## src/rtl/iob_dma_buffered.sv

```systemverilog
// rtl/iob_dma_buffered.sv - buffered memory-to-memory DMA with FIFO-decoupled read and write sides
module iob_dma_buffered #(
    parameter int ADDR_W  = 32,
    parameter int DATA_W  = 32,
    parameter int LEN_W   = 16,
    parameter int FIFO_AW = 2
) (
    input  logic                clk,
    input  logic                rst,
    input  logic                c_valid,
    input  logic [2:0]          c_addr,
    input  logic [DATA_W-1:0]   c_wdata,
    input  logic [DATA_W/8-1:0] c_wstrb,
    output logic [DATA_W-1:0]   c_rdata,
    output logic                c_ready,
    output logic                a_valid,
    output logic [ADDR_W-1:0]   a_addr,
    output logic [DATA_W-1:0]   a_wdata,
    output logic [DATA_W/8-1:0] a_wstrb,
    input  logic [DATA_W-1:0]   a_rdata,
    input  logic                a_ready,
    output logic                b_valid,
    output logic [ADDR_W-1:0]   b_addr,
    output logic [DATA_W-1:0]   b_wdata,
    output logic [DATA_W/8-1:0] b_wstrb,
    input  logic [DATA_W-1:0]   b_rdata,
    input  logic                b_ready,
    output logic                irq
);
    localparam int STRB_W = DATA_W / 8;
    localparam int SHIFT  = $clog2(STRB_W);
    localparam int DEPTH  = 2 ** FIFO_AW;

    typedef enum logic {IDLE, XFER} state_t;
    state_t state;

    logic [ADDR_W-1:0]  addr_a, addr_b;
    logic [LEN_W-1:0]   length;
    logic               dir;
    logic               done;

    logic               rd_valid;
    logic [ADDR_W-1:0]  rd_addr;
    logic [LEN_W-1:0]   rd_rem;
    logic [ADDR_W-1:0]  wr_addr;
    logic [LEN_W-1:0]   wr_rem;
    logic [STRB_W-1:0]  last_strb;

    logic [DATA_W-1:0]  fifo_mem [DEPTH];
    logic [FIFO_AW-1:0] wr_ptr, rd_ptr;
    logic [FIFO_AW:0]   count, count_next;

    logic               busy, cfg_wr, cfg_rd, run_req;
    logic               src_ready, dst_ready, rd_ack, wr_ack, wr_valid;
    logic [DATA_W-1:0]  src_rdata, wr_data, rd_mux;
    logic [STRB_W-1:0]  wr_strb, run_mask;
    logic [LEN_W:0]     len_ext;
    logic [LEN_W-1:0]   n_beats;
    logic [SHIFT-1:0]   len_tail;
    logic [ADDR_W-1:0]  src_start, dst_start;

    assign busy    = (state == XFER);
    assign cfg_wr  = c_valid && (c_wstrb != '0);
    assign cfg_rd  = c_valid && (c_wstrb == '0);
    assign run_req = cfg_wr && (c_addr == 3'd4) && c_wdata[0] && !busy;

    assign src_ready = dir ? b_ready : a_ready;
    assign dst_ready = dir ? a_ready : b_ready;
    assign src_rdata = dir ? b_rdata : a_rdata;

    // The write side is simply "FIFO non-empty"; head data and pointers are all registers.
    assign wr_valid   = (count != '0);
    assign wr_data    = wr_valid ? fifo_mem[rd_ptr] : '0;
    assign wr_strb    = !wr_valid ? '0 : (wr_rem == LEN_W'(1)) ? last_strb : '1;
    assign rd_ack     = rd_valid && src_ready;
    assign wr_ack     = wr_valid && dst_ready;
    assign count_next = count + {{FIFO_AW{1'b0}}, rd_ack} - {{FIFO_AW{1'b0}}, wr_ack};

    assign len_ext   = {1'b0, length} + (LEN_W+1)'(STRB_W - 1);
    assign n_beats   = LEN_W'(len_ext >> SHIFT);
    assign len_tail  = length[SHIFT-1:0];
    assign src_start = dir ? {addr_b[ADDR_W-1:SHIFT], {SHIFT{1'b0}}}
                           : {addr_a[ADDR_W-1:SHIFT], {SHIFT{1'b0}}};
    assign dst_start = dir ? {addr_a[ADDR_W-1:SHIFT], {SHIFT{1'b0}}}
                           : {addr_b[ADDR_W-1:SHIFT], {SHIFT{1'b0}}};

    always_comb begin
        run_mask = '0;
        for (int i = 0; i < STRB_W; i++) begin
            run_mask[i] = (len_tail == '0) || (SHIFT'(i) < len_tail);
        end
    end

    always_comb begin
        rd_mux = '0;
        case (c_addr)
            3'd0:    rd_mux = DATA_W'(addr_a);
            3'd1:    rd_mux = DATA_W'(addr_b);
            3'd2:    rd_mux = DATA_W'(length);
            3'd3:    rd_mux = DATA_W'(dir);
            3'd5:    rd_mux = DATA_W'({done, busy});
            default: rd_mux = '0;
        endcase
    end

    assign a_valid = dir ? wr_valid : rd_valid;
    assign a_addr  = dir ? wr_addr  : rd_addr;
    assign a_wdata = dir ? wr_data  : '0;
    assign a_wstrb = dir ? wr_strb  : '0;
    assign b_valid = dir ? rd_valid : wr_valid;
    assign b_addr  = dir ? rd_addr  : wr_addr;
    assign b_wdata = dir ? '0       : wr_data;
    assign b_wstrb = dir ? '0       : wr_strb;

    always_ff @(posedge clk or posedge rst) begin
        if (rst) begin
            state     <= IDLE;
            addr_a    <= '0;
            addr_b    <= '0;
            length    <= '0;
            dir       <= 1'b0;
            done      <= 1'b0;
            irq       <= 1'b0;
            c_ready   <= 1'b0;
            c_rdata   <= '0;
            rd_valid  <= 1'b0;
            rd_addr   <= '0;
            rd_rem    <= '0;
            wr_addr   <= '0;
            wr_rem    <= '0;
            last_strb <= '0;
            wr_ptr    <= '0;
            rd_ptr    <= '0;
            count     <= '0;
            for (int i = 0; i < DEPTH; i++) begin
                fifo_mem[i] <= '0;
            end
        end else begin
            c_ready <= c_valid;
            c_rdata <= cfg_rd ? rd_mux : '0;
            irq     <= 1'b0;

            if (cfg_wr && !busy) begin
                case (c_addr)
                    3'd0:    addr_a <= ADDR_W'(c_wdata);
                    3'd1:    addr_b <= ADDR_W'(c_wdata);
                    3'd2:    length <= LEN_W'(c_wdata);
                    3'd3:    dir    <= c_wdata[0];
                    default: ;
                endcase
            end
            if (cfg_rd && c_addr == 3'd5) begin
                done <= 1'b0;
            end

            if (rd_ack) begin
                fifo_mem[wr_ptr] <= src_rdata;
                wr_ptr           <= wr_ptr + 1'b1;
            end
            if (wr_ack) begin
                rd_ptr <= rd_ptr + 1'b1;
            end
            count <= count_next;

            case (state)
                IDLE: begin
                    if (run_req) begin
                        if (length == '0) begin
                            done <= 1'b1;
                            irq  <= 1'b1;
                        end else begin
                            done      <= 1'b0;
                            state     <= XFER;
                            rd_valid  <= 1'b1;
                            rd_addr   <= src_start;
                            rd_rem    <= n_beats - 1'b1;
                            wr_addr   <= dst_start;
                            wr_rem    <= n_beats;
                            last_strb <= run_mask;
                        end
                    end
                end
                XFER: begin
                    if (rd_ack) begin
                        rd_addr <= rd_addr + ADDR_W'(STRB_W);
                    end
                    // Issue only if the slot after this edge fits: no read in flight, room in FIFO.
                    if ((!rd_valid || rd_ack) && rd_rem != '0 &&
                        count_next < (FIFO_AW+1)'(DEPTH)) begin
                        rd_valid <= 1'b1;
                        rd_rem   <= rd_rem - 1'b1;
                    end else if (rd_ack) begin
                        rd_valid <= 1'b0;
                    end
                    if (wr_ack) begin
                        wr_addr <= wr_addr + ADDR_W'(STRB_W);
                        wr_rem  <= wr_rem - 1'b1;
                        if (wr_rem == LEN_W'(1)) begin
                            state <= IDLE;
                            done  <= 1'b1;
                            irq   <= 1'b1;
                        end
                    end
                end
                default: state <= IDLE;
            endcase
        end
    end
endmodule
```

## config.mk

```make
export PLATFORM = sky130hd
export DESIGN_NAME = iob_dma_buffered
export DESIGN_NICKNAME = d
export VERILOG_FILES = /design/src/rtl/iob_dma_buffered.sv
export SDC_FILE = /design/constraint.sdc
export NUM_CORES = 1
export LEC_CHECK = 0
export CAP_MARGIN = 30
export CORE_AREA = 2 2 199 201
export CTS_BUF_LIST = sky130_fd_sc_hd__clkbuf_8
export DETAILED_ROUTE_END_ITERATION = 12
export DIE_AREA = 0 0 201 203
export GPL_TIMING_DRIVEN = 0
export PLACE_DENSITY = 0.77
export SETUP_SLACK_MARGIN = 0.02
export SLEW_MARGIN = 20
export SYNTH_ARGS = -nofsm -noshare
export SYNTH_HDL_FRONTEND = slang
export SYNTH_SLANG_ARGS = --single-unit
export TNS_END_PERCENT = 10
```

## constraint.sdc

```tcl
create_clock -name clk -period 29.2 [get_ports clk]
set_input_delay 4.38 -clock clk [delete_from_list [all_inputs] [get_ports clk]]
set_output_delay 4.38 -clock clk [all_outputs]
set_load 0.02 [all_outputs]
```

# Word-level counts from Yosys, hierarchy flattened
# Cells that the tools add are included.
# Widths: inputs -> output; s select.
[totals]
inputBits = 108
elab_cells = 151
out_inout_bits = 172
register_bits = 353
[op_classes]
n_bitwise = 4
n_addsub = 10
n_reduce_logical = 35
muxes = 60
order_cmp = 8
n_eq_ne = 12
[ops]
columns = ["op", "n"]
rows = [
  ["$mux 32", 18],
  ["$pmux 32 s5", 1],
  ["$bwmux 128", 1],
  ["$pmux 32 s2", 2],
  ["$mux 16", 6],
  ["$add 32x3->32 const B", 2],
  ["$bmux 32 s2", 1],
  ["$demux 32 s2", 1],
  ["$pmux 16 s2", 2],
  ["$sub 16x1->16 const B", 2],
  ["$mux 1", 20],
  ["$add 16x2->17 const B", 1],
  ["$eq 16x1->1 const B", 1],
  ["$logic_not 16->1", 1],
  ["$mux 4", 4],
  ["$reduce_bool 16->1", 1],
  ["$sub 15x1->16 const B", 1],
  ["$reduce_and 3->1", 5],
  ["$logic_and 1x1->1", 12],
  ["$pmux 1 s2", 4],
  ["$reduce_and 2->1", 4],
  ["$eq 3x2->1 const B", 2],
  ["$eq 3x3->1 const B", 2],
  ["$ge 3x3->1 const B", 2],
  ["other kinds (20)", 33],
]

# Logic depth before layout (Yosys ltp)
# Gate-level depths: netlist of run 1.
[logic_depth]
ltp_word = 8
ltp_mapped = 14

# Worst setup path after synthesis of run 1
# Ideal clock, no wire load.
[synth_timing]
kind = "input to register"
start = "in b_ready"
end = "reg rd_rem[2]"
path_buffers = 1
required_ns = 29.063
t_arrival_ns = 6.889
setup_slack_ns = 22.174
stages = 14
setup_ns = 0.137
path_cell_list = "mux2i_1 -> nor2_1 -> inv_1 -> ha_1 -> inv_1 -> ha_1 -> fa_1 -> xnor2_1 -> o2111ai_1 -> nand2_1 -> buf_2 -> nand3_1 -> o21ai_0 -> a21oi_1"
[synth_between]
elab_chain_len = 8
elab_cells_between_ends = 12
[synth_rtl]
columns = ["element", "line_no", "source"]
rows = [
  ["from (decl)", "27", "input logic b_ready,"],
  ["$mux 1", "67", "assign src_ready = dir ? b_ready : a_ready;"],
  ["$logic_and 1x1->1", "75", "assign rd_ack = rd_valid && src_ready;"],
  ["$add 3x1->3", "77", "assign count_next = count + {{FIFO_AW{1'b0}}, rd_ack} - {{FIFO_AW{1'b0}}, wr_ack};"],
  ["$sub 3x1->3", "77", ""],
  ["$lt 3x3->1", "189", "count_next < (FIFO_AW+1)'(DEPTH)) begin"],
  ["$logic_and 1x1->1 (*)", "188", "if ((!rd_valid || rd_ack) && rd_rem != '0 &&"],
  ["$ne 2x1->1 (no line) (*)", "--", ""],
  ["$reduce_and 3->1 (no line) (*)", "--", ""],
  ["to (signal assigned)", "176", "rd_rem <= n_beats - 1'b1;"],
  ["to (signal assigned)", "191", "rd_rem <= rd_rem - 1'b1;"],
  ["to (decl)", "44", "logic [LEN_W-1:0] rd_rem;"],
]
# Every way passes the cells marked *; elsewhere a longest branch is shown, timed or not.
# A chain may end at the register's enable or synchronous reset.

# Final worst setup path of run 1
[layout_timing]
start = "reg dir"
end = "out a_wstrb[2]"
[layout_between]
elab_chain_len = 1
[layout_rtl]
columns = ["element", "line_no", "source"]
rows = [
  ["from (decl)", "39", "logic dir;"],
  ["from (signal assigned)", "148", "3'd3: dir <= c_wdata[0];"],
  ["$mux 4", "109", "assign a_wstrb = dir ? wr_strb : '0;"],
  ["to (decl)", "19", "output logic [DATA_W/8-1:0] a_wstrb,"],
]
# Every way passes these cells.

==> flow_summary_export.csv, run 1 <==
group,metric,value,unit
detailed_routing,vias,17000,
timing,rsz0062_at_grt,"false",
power_and_ir_drop,pwr-share-seq,31.6,%
power_and_ir_drop,p_sw,0.00113,W
global_route,grt-ovfl-total,0,
hold_path,hold_depth,2,
detailed_routing,dr.pass1.iters,6,
timing,whs,0.478,ns
timing,slew_headroom,34.9,%
power_and_ir_drop,worst_ir_drop_vdd,0.0000773,V
placement,dpl.cell_count,2704,
detailed_routing,wl_per_cell,22.6,µm
clock_tree,cts_hold_buf,0,
die,io-pin-count,280,
power_and_ir_drop,clkPwrFrac,19.1,%
timing,finalSetupViolCount,0,
timing,drv_slew,0,
clock_tree,path_clk_slew,0.06,ns
job,drv_cap,0,
layout,areaGrowthSynthToFinish,26.3,%
placement,dp.final_hpwl,47.1,mm
clock_tree,postCtsSetupRepairBufs,0,
synth,syn_area,19100,µm²
clock_tree,numClockSinks,349,
placement,place.gp.congestion,0.953,
global_route,grt_use_total,30.7,%
setup_path,path_class,"flop to primary output",
synth,synthesis.instances,1900,
power_and_ir_drop,total_power,0.00270,W
setup_path,r2r_end,"rd_rem[2]",
die,core.rowCount,72,
die,start_util,49.5,%
hold_path,hold_class,"flop to flop",
synth,yosysUniqueCellTypes,89,
setup_path,crit_arrival,4.27,ns
power_and_ir_drop,combinationalPowerShare,49.3,%
setup_path,cp_data_required_time,24.82,ns
power_and_ir_drop,swShare,41.9,%
synth,ys_ff_latch,349,
global_route,grt_pass1_vias,17100,
setup_path,r2r_start,"count[1]",
hold_path,worstHoldStart,"fifo_mem[36]",
timing,period_share,29.6,%
hold_path,min_to,"fifo_mem[36]",
timing,setup_tns,0,ns
run_status,outcome,"finished clean",
detailed_routing,ant_nets,0,
die,core,38500,µm²
power_and_ir_drop,cellInternalPower,0.00157,W
layout,num-nets-final,2370,
layout,final_cell_mix,"dfrtp_1, clkdlybuf4s50_1, nand2_1",
clock_tree,cts_resized,0,
timing,skew,0.0355,ns
detailed_routing,drtIter0Drc,1738,
clock_tree,numCtsBuffers,57,
power_and_ir_drop,power.density,112,nW/µm²
setup_path,setup.worst_path.start,"dir",
setup_path,cp_max_fo,11,
setup_path,worstSetupEndpointType,"primary output",
power_and_ir_drop,p_leak,10.2,nW
setup_path,r2r_slack,24.76,ns
synth,yosys_most_used_dff,"dfrtp_1",
setup_path,crit_path_start_kind,"flop",
synth,yosysWarnings,0,
detailed_routing,drc,0,
synth,synth-edff-count,0,
timing,finalHoldViolations,0,
clock_tree,cts_tree,"done",
die,die-width,201,µm
clock_tree,cts_root_buf,"clkbuf_8",
die,die_h,203,µm
placement,port_buffers,275,
clock_tree,htreeDepth,2,
layout,final_common_cell,"dfrtp_1",
synth,synth-async-reset-ratio,100,%
synth,seq_area_frac_synth,45.8,%
layout,drive_above_1_share,16.5,%
timing,max_freq,116,MHz
layout,fin_cells,2816,
global_route,antenna_found_initial,2,
clock_tree,cts_max_path_buffers,3,
clock_tree,clock_latency,0.65,ns
synth,syn_avg_cell_area,10.0,µm²
timing,worst_pin_slew,0.977,ns
detailed_routing,wl,63.5,mm
global_route,grt_pass1_wl,97.9,mm
global_route,grt_max_degree,89,
setup_path,worstRegToRegCells,13,
die,dieArea,40800,µm²
timing,fin_crit,8.65,ns
detailed_routing,viasPerCell,6.05,
==> synth_stat cells (17+ instances only) <==
cell type	count	area, µm²
inv_1	21	78.8
nand2_1	220	826
o22ai_1	34	213
a221oi_1	22	193
nor3_1	39	195
and2_1	36	225
xnor2_1	17	149
nor2_1	113	424
mux2_2	158	1780
mux4_2	32	721
buf_1	20	75.1
and3_1	49	307
o21ai_0	199	996
buf_2	25	125
mux2i_1	98	981
clkbuf_1	90	338
nor4_1	18	113
a22oi_1	17	128
nand3_1	50	250
a21oi_1	84	420
dfrtp_1	349	8730
==> through the flow <==
stage | setup WS [ns] | instance area [µm²] | util, %
floorplan | 15.14 | 19100 | -
global placement | 11.15 | 22500 | 58.4
detailed placement | 20.42 | 22600 | 58.8
CTS | 20.62 | 24000 | 62.5
global route | 20.45 | 24100 | 62.6
finish | 20.55 | 24100 | 62.6
==> worst max-delay path by stage <==
stage / to / cells past startpoint
after detailed placement: rd_rem[2] / 15
after CTS: a_valid / 7
after global routing: a_valid / 7
after floorplan: addr_a[0] / 1
final: a_wstrb[2] / 7
after global placement: fifo_mem[18] / 2
==> area by class of cell <==
| cell class | instances | area, µm² |
|---|---|---|
| sequential | 349 | 8730 |
| tap | 518 | 648 |
| inverter | 22 | 90.1 |
| buffer | 145 | 612 |
| multi-input combinational | 1387 | 9650 |
| fill | 3147 | 14400 |
| antenna | 1 | 2.50 |
| clock buffer | 70 | 963 |
| timing repair buffer | 286 | 2940 |
| clock inverter | 38 | 430 |
==> metal layers <==
metal,share of wire (%),vias to the layer above,GRT usage [%]
met3,8.6,165,5.79
li1,-,7608,-
met5,0.019,-,0
met4,3.8,2,12.8
met1,40,8346,39.5
met2,48,927,51.1
==> power groups by stage <==
stage / registers, W / clock network, W / logic (W)
2_1_floorplan: 0.000790 / 0 / 0.000852
3_3_place_gp: 0.000836 / 0 / 0.00128
3_5_place_dp: 0.000850 / 0 / 0.00131
4_1_cts: 0.000843 / 0.000518 / 0.00132
5_1_grt: 0.000875 / 0.000542 / 0.00142
6_report: 0.000853 / 0.000514 / 0.00133
==> flip-flops by register name, summed over array words and instances, names as in the netlist, 30 cells and up <==
name	cells
rd_addr	30
fifo_mem	128
addr_a	32
wr_addr	30
c_rdata	32
addr_b	32
==> worst max-delay path, cell delays in order (launching register included) <==
cell	delay, ns
dfrtp_1	0.35
buf_2	0.31
buf_1	0.63
buf_1	0.74
clkbuf_1	0.55
nand2_1	0.26
nor2_1	0.16
clkdlybuf4s50_1	0.63
==> kinds of logic (layout without fill, tap and decap cells) <==
family                   Yosys count  count (layout)  share of synthesized area (%)
buffers and inverters            167             561                           3.64
flip-flops                       349             349                           45.8
adder cells (fa/ha/maj)           14              14                          0.959
multiplexers                     292             292                           18.5
AO/OA/AOI/OAI                    440             440                           14.0
XOR/XNOR                          26              26                           1.19
AND/OR/NAND/NOR                  611             611                           15.9
other                              1               5                         0.0197
Note: power is estimated with default switching activity, not from simulation.
==> run 2, diff against run 1 <==
==> constraint.sdc (replaced) <==
create_clock -name clk -period 8.5 [get_ports clk]
set_input_delay 1.275 -clock clk [delete_from_list [all_inputs] [get_ports clk]]
set_output_delay 1.275 -clock clk [all_outputs]
set_load 0.02 [all_outputs]
==> flow_summary_export.csv, run 2 (synthesized netlist as in run 1, its figures left out) <==
group,metric,value,unit
layout,largest_reg_flops,128,
job,drv_cap,0,
setup_path,cp_data_required_time,7.22,ns
hold_path,hold_class,"flop to flop",
layout,top_register,"fifo_mem",
detailed_routing,wl_per_cell,22.6,µm
global_route,grt-ovfl-total,0,
timing,rsz0062_at_grt,"false",
die,core,38500,µm²
clock_tree,path_clk_slew,0.06,ns
detailed_routing,wl_met2,30.3,mm
timing,finalSetupViolCount,0,
global_route,grt_pass1_wl,97.8,mm
timing,setup_tns,0,ns
timing,drv_slew,0,
placement,place.gp.congestion,0.949,
run_status,outcome,"finished clean",
die,start_util,49.5,%
die,die-width,201,µm
power_and_ir_drop,power.density,378,nW/µm²
power_and_ir_drop,p_leak,10.2,nW
die,dieArea,40800,µm²
layout,final_common_cell,"dfrtp_1",
layout,final_cell_mix,"dfrtp_1, clkdlybuf4s50_1, nand2_1",
timing,period_share,68.6,%
clock_tree,cts_hold_buf,0,
setup_path,crit_arrival,4.56,ns
detailed_routing,wl,63.6,mm
detailed_routing,wl_met1,24.8,mm
die,io-pin-count,280,
layout,areaGrowthSynthToFinish,26.0,%
layout,num-nets-final,2377,
timing,max_freq,171,MHz
clock_tree,postCtsSetupRepairBufs,0,
clock_tree,numCtsBuffers,58,
detailed_routing,ant_nets,0,
placement,dp.final_hpwl,47.0,mm
layout,drive_above_1_share,16.2,%
die,die_h,203,µm
placement,dpl.cell_count,2711,
clock_tree,cts_root_buf,"clkbuf_8",
clock_tree,htreeDepth,2,
layout,fin_cells,2817,
die,core.rowCount,72,
timing,finalHoldViolations,0,
detailed_routing,dr.pass1.iters,7,
placement,port_buffers,275,
clock_tree,numClockSinks,349,
detailed_routing,wl_met3,5.68,mm
clock_tree,cts_max_path_buffers,3,
timing,fin_crit,5.83,ns
detailed_routing,vias,17100,
global_route,grt_pass1_vias,16900,
global_route,antenna_found_initial,2,
setup_path,cp_max_fo,10,
global_route,grt_max_degree,36,
detailed_routing,drc,0,
layout,fillers,3174,
setup_path,crit_path_start_kind,"flop",
setup_path,worstSetupEndpointType,"primary output",
timing,skew,0.0499,ns
detailed_routing,top_layer,"met4",
setup_path,path_class,"flop to primary output",
clock_tree,clock_latency,0.64,ns
global_route,grt_use_total,30.8,%
clock_tree,cts_resized,0,
timing,worst_pin_slew,1.04,ns
timing,slew_headroom,31.0,%
power_and_ir_drop,worst_ir_drop_vdd,0.000243,V
detailed_routing,viasPerCell,6.06,
clock_tree,cts_tree,"done",
detailed_routing,drtIter0Drc,1739,
-- run 2: changes by cell type in the layout (fill, tap and decap cells not counted), sizes merged --
cell,change
inv,+8
buf,+6
clkinv,-6
bufinv,-5
clkinvlp,-4
clkbuf,+1
diode,+1
-- run 2: per-stage QoR --
stage | instance area, µm² | worst slack [ns] | hold slack (ns) | util, % | total power (W)
after floorplan | 19100 | 2.55 | 0.435 | - | 0.00564
after global placement | 22500 | 0.334 | 0.456 | 58.4 | 0.00726
after detailed placement | 22800 | 2.87 | 0.461 | 59.2 | 0.00742
after CTS | 24000 | 2.76 | 0.479 | 62.4 | 0.00901
after global routing | 24000 | 2.62 | 0.491 | 62.4 | 0.00956
final | 24000 | 2.67 | 0.472 | 62.4 | 0.00908
-- run 2: layout make-up --
cell class              count  area, µm²  area share [%]
well taps                 518        648            2.70
plain buffers             145        613            2.55
diodes                      2       5.00          0.0208
clock buffers              71        977            4.07
repair buffers            292       3070            12.8
flip-flops and latches    349       8730            36.4
inverters                  22       86.3           0.359
multi-input cells        1387       9650            40.2
clock inverters            31        241            1.01
-- run 2: path summary, 6_finish.rpt --
path | from | to | slack, ns | depth (start not counted)
worst min register to register | fifo_mem[92] | fifo_mem[92] | 0.47 | 2
max in group asynchronous | rst | fifo_mem[53] | 6.12 | 7
worst max-delay path | dir | a_valid | 2.67 | 7
worst min-delay path | fifo_mem[92] | fifo_mem[92] | 0.47 | 2
min in group asynchronous | rst | irq | 1.04 | 2
worst max register to register | dir | rd_rem[2] | 4.22 | 14
-- run 2: routing by layer --
metal | global-route usage (%) | vias up
met5 | 0 | -
met4 | 14.3 | 0
met3 | 5.78 | 176
met2 | 50.9 | 934
met1 | 39.4 | 8321
li1 | - | 7635
-- run 2: critical path: stages, from the launching register on --
cell             delay [ns]
dfrtp_1                0.39
buf_2                  0.31
buf_1                  0.68
buf_1                  0.79
clkbuf_1               0.55
nand2_1                0.29
o21ai_0                0.25
clkdlybuf4s50_1        0.68
-- run 2: power by group --
group          leakage (nW)  internal [W]  total, W  switching, W
combinational          5.16       0.00205   0.00457       0.00251
sequential             4.38       0.00231   0.00293      0.000626
clock                 0.696      0.000872   0.00157      0.000702
total                  10.2       0.00523   0.00908       0.00384
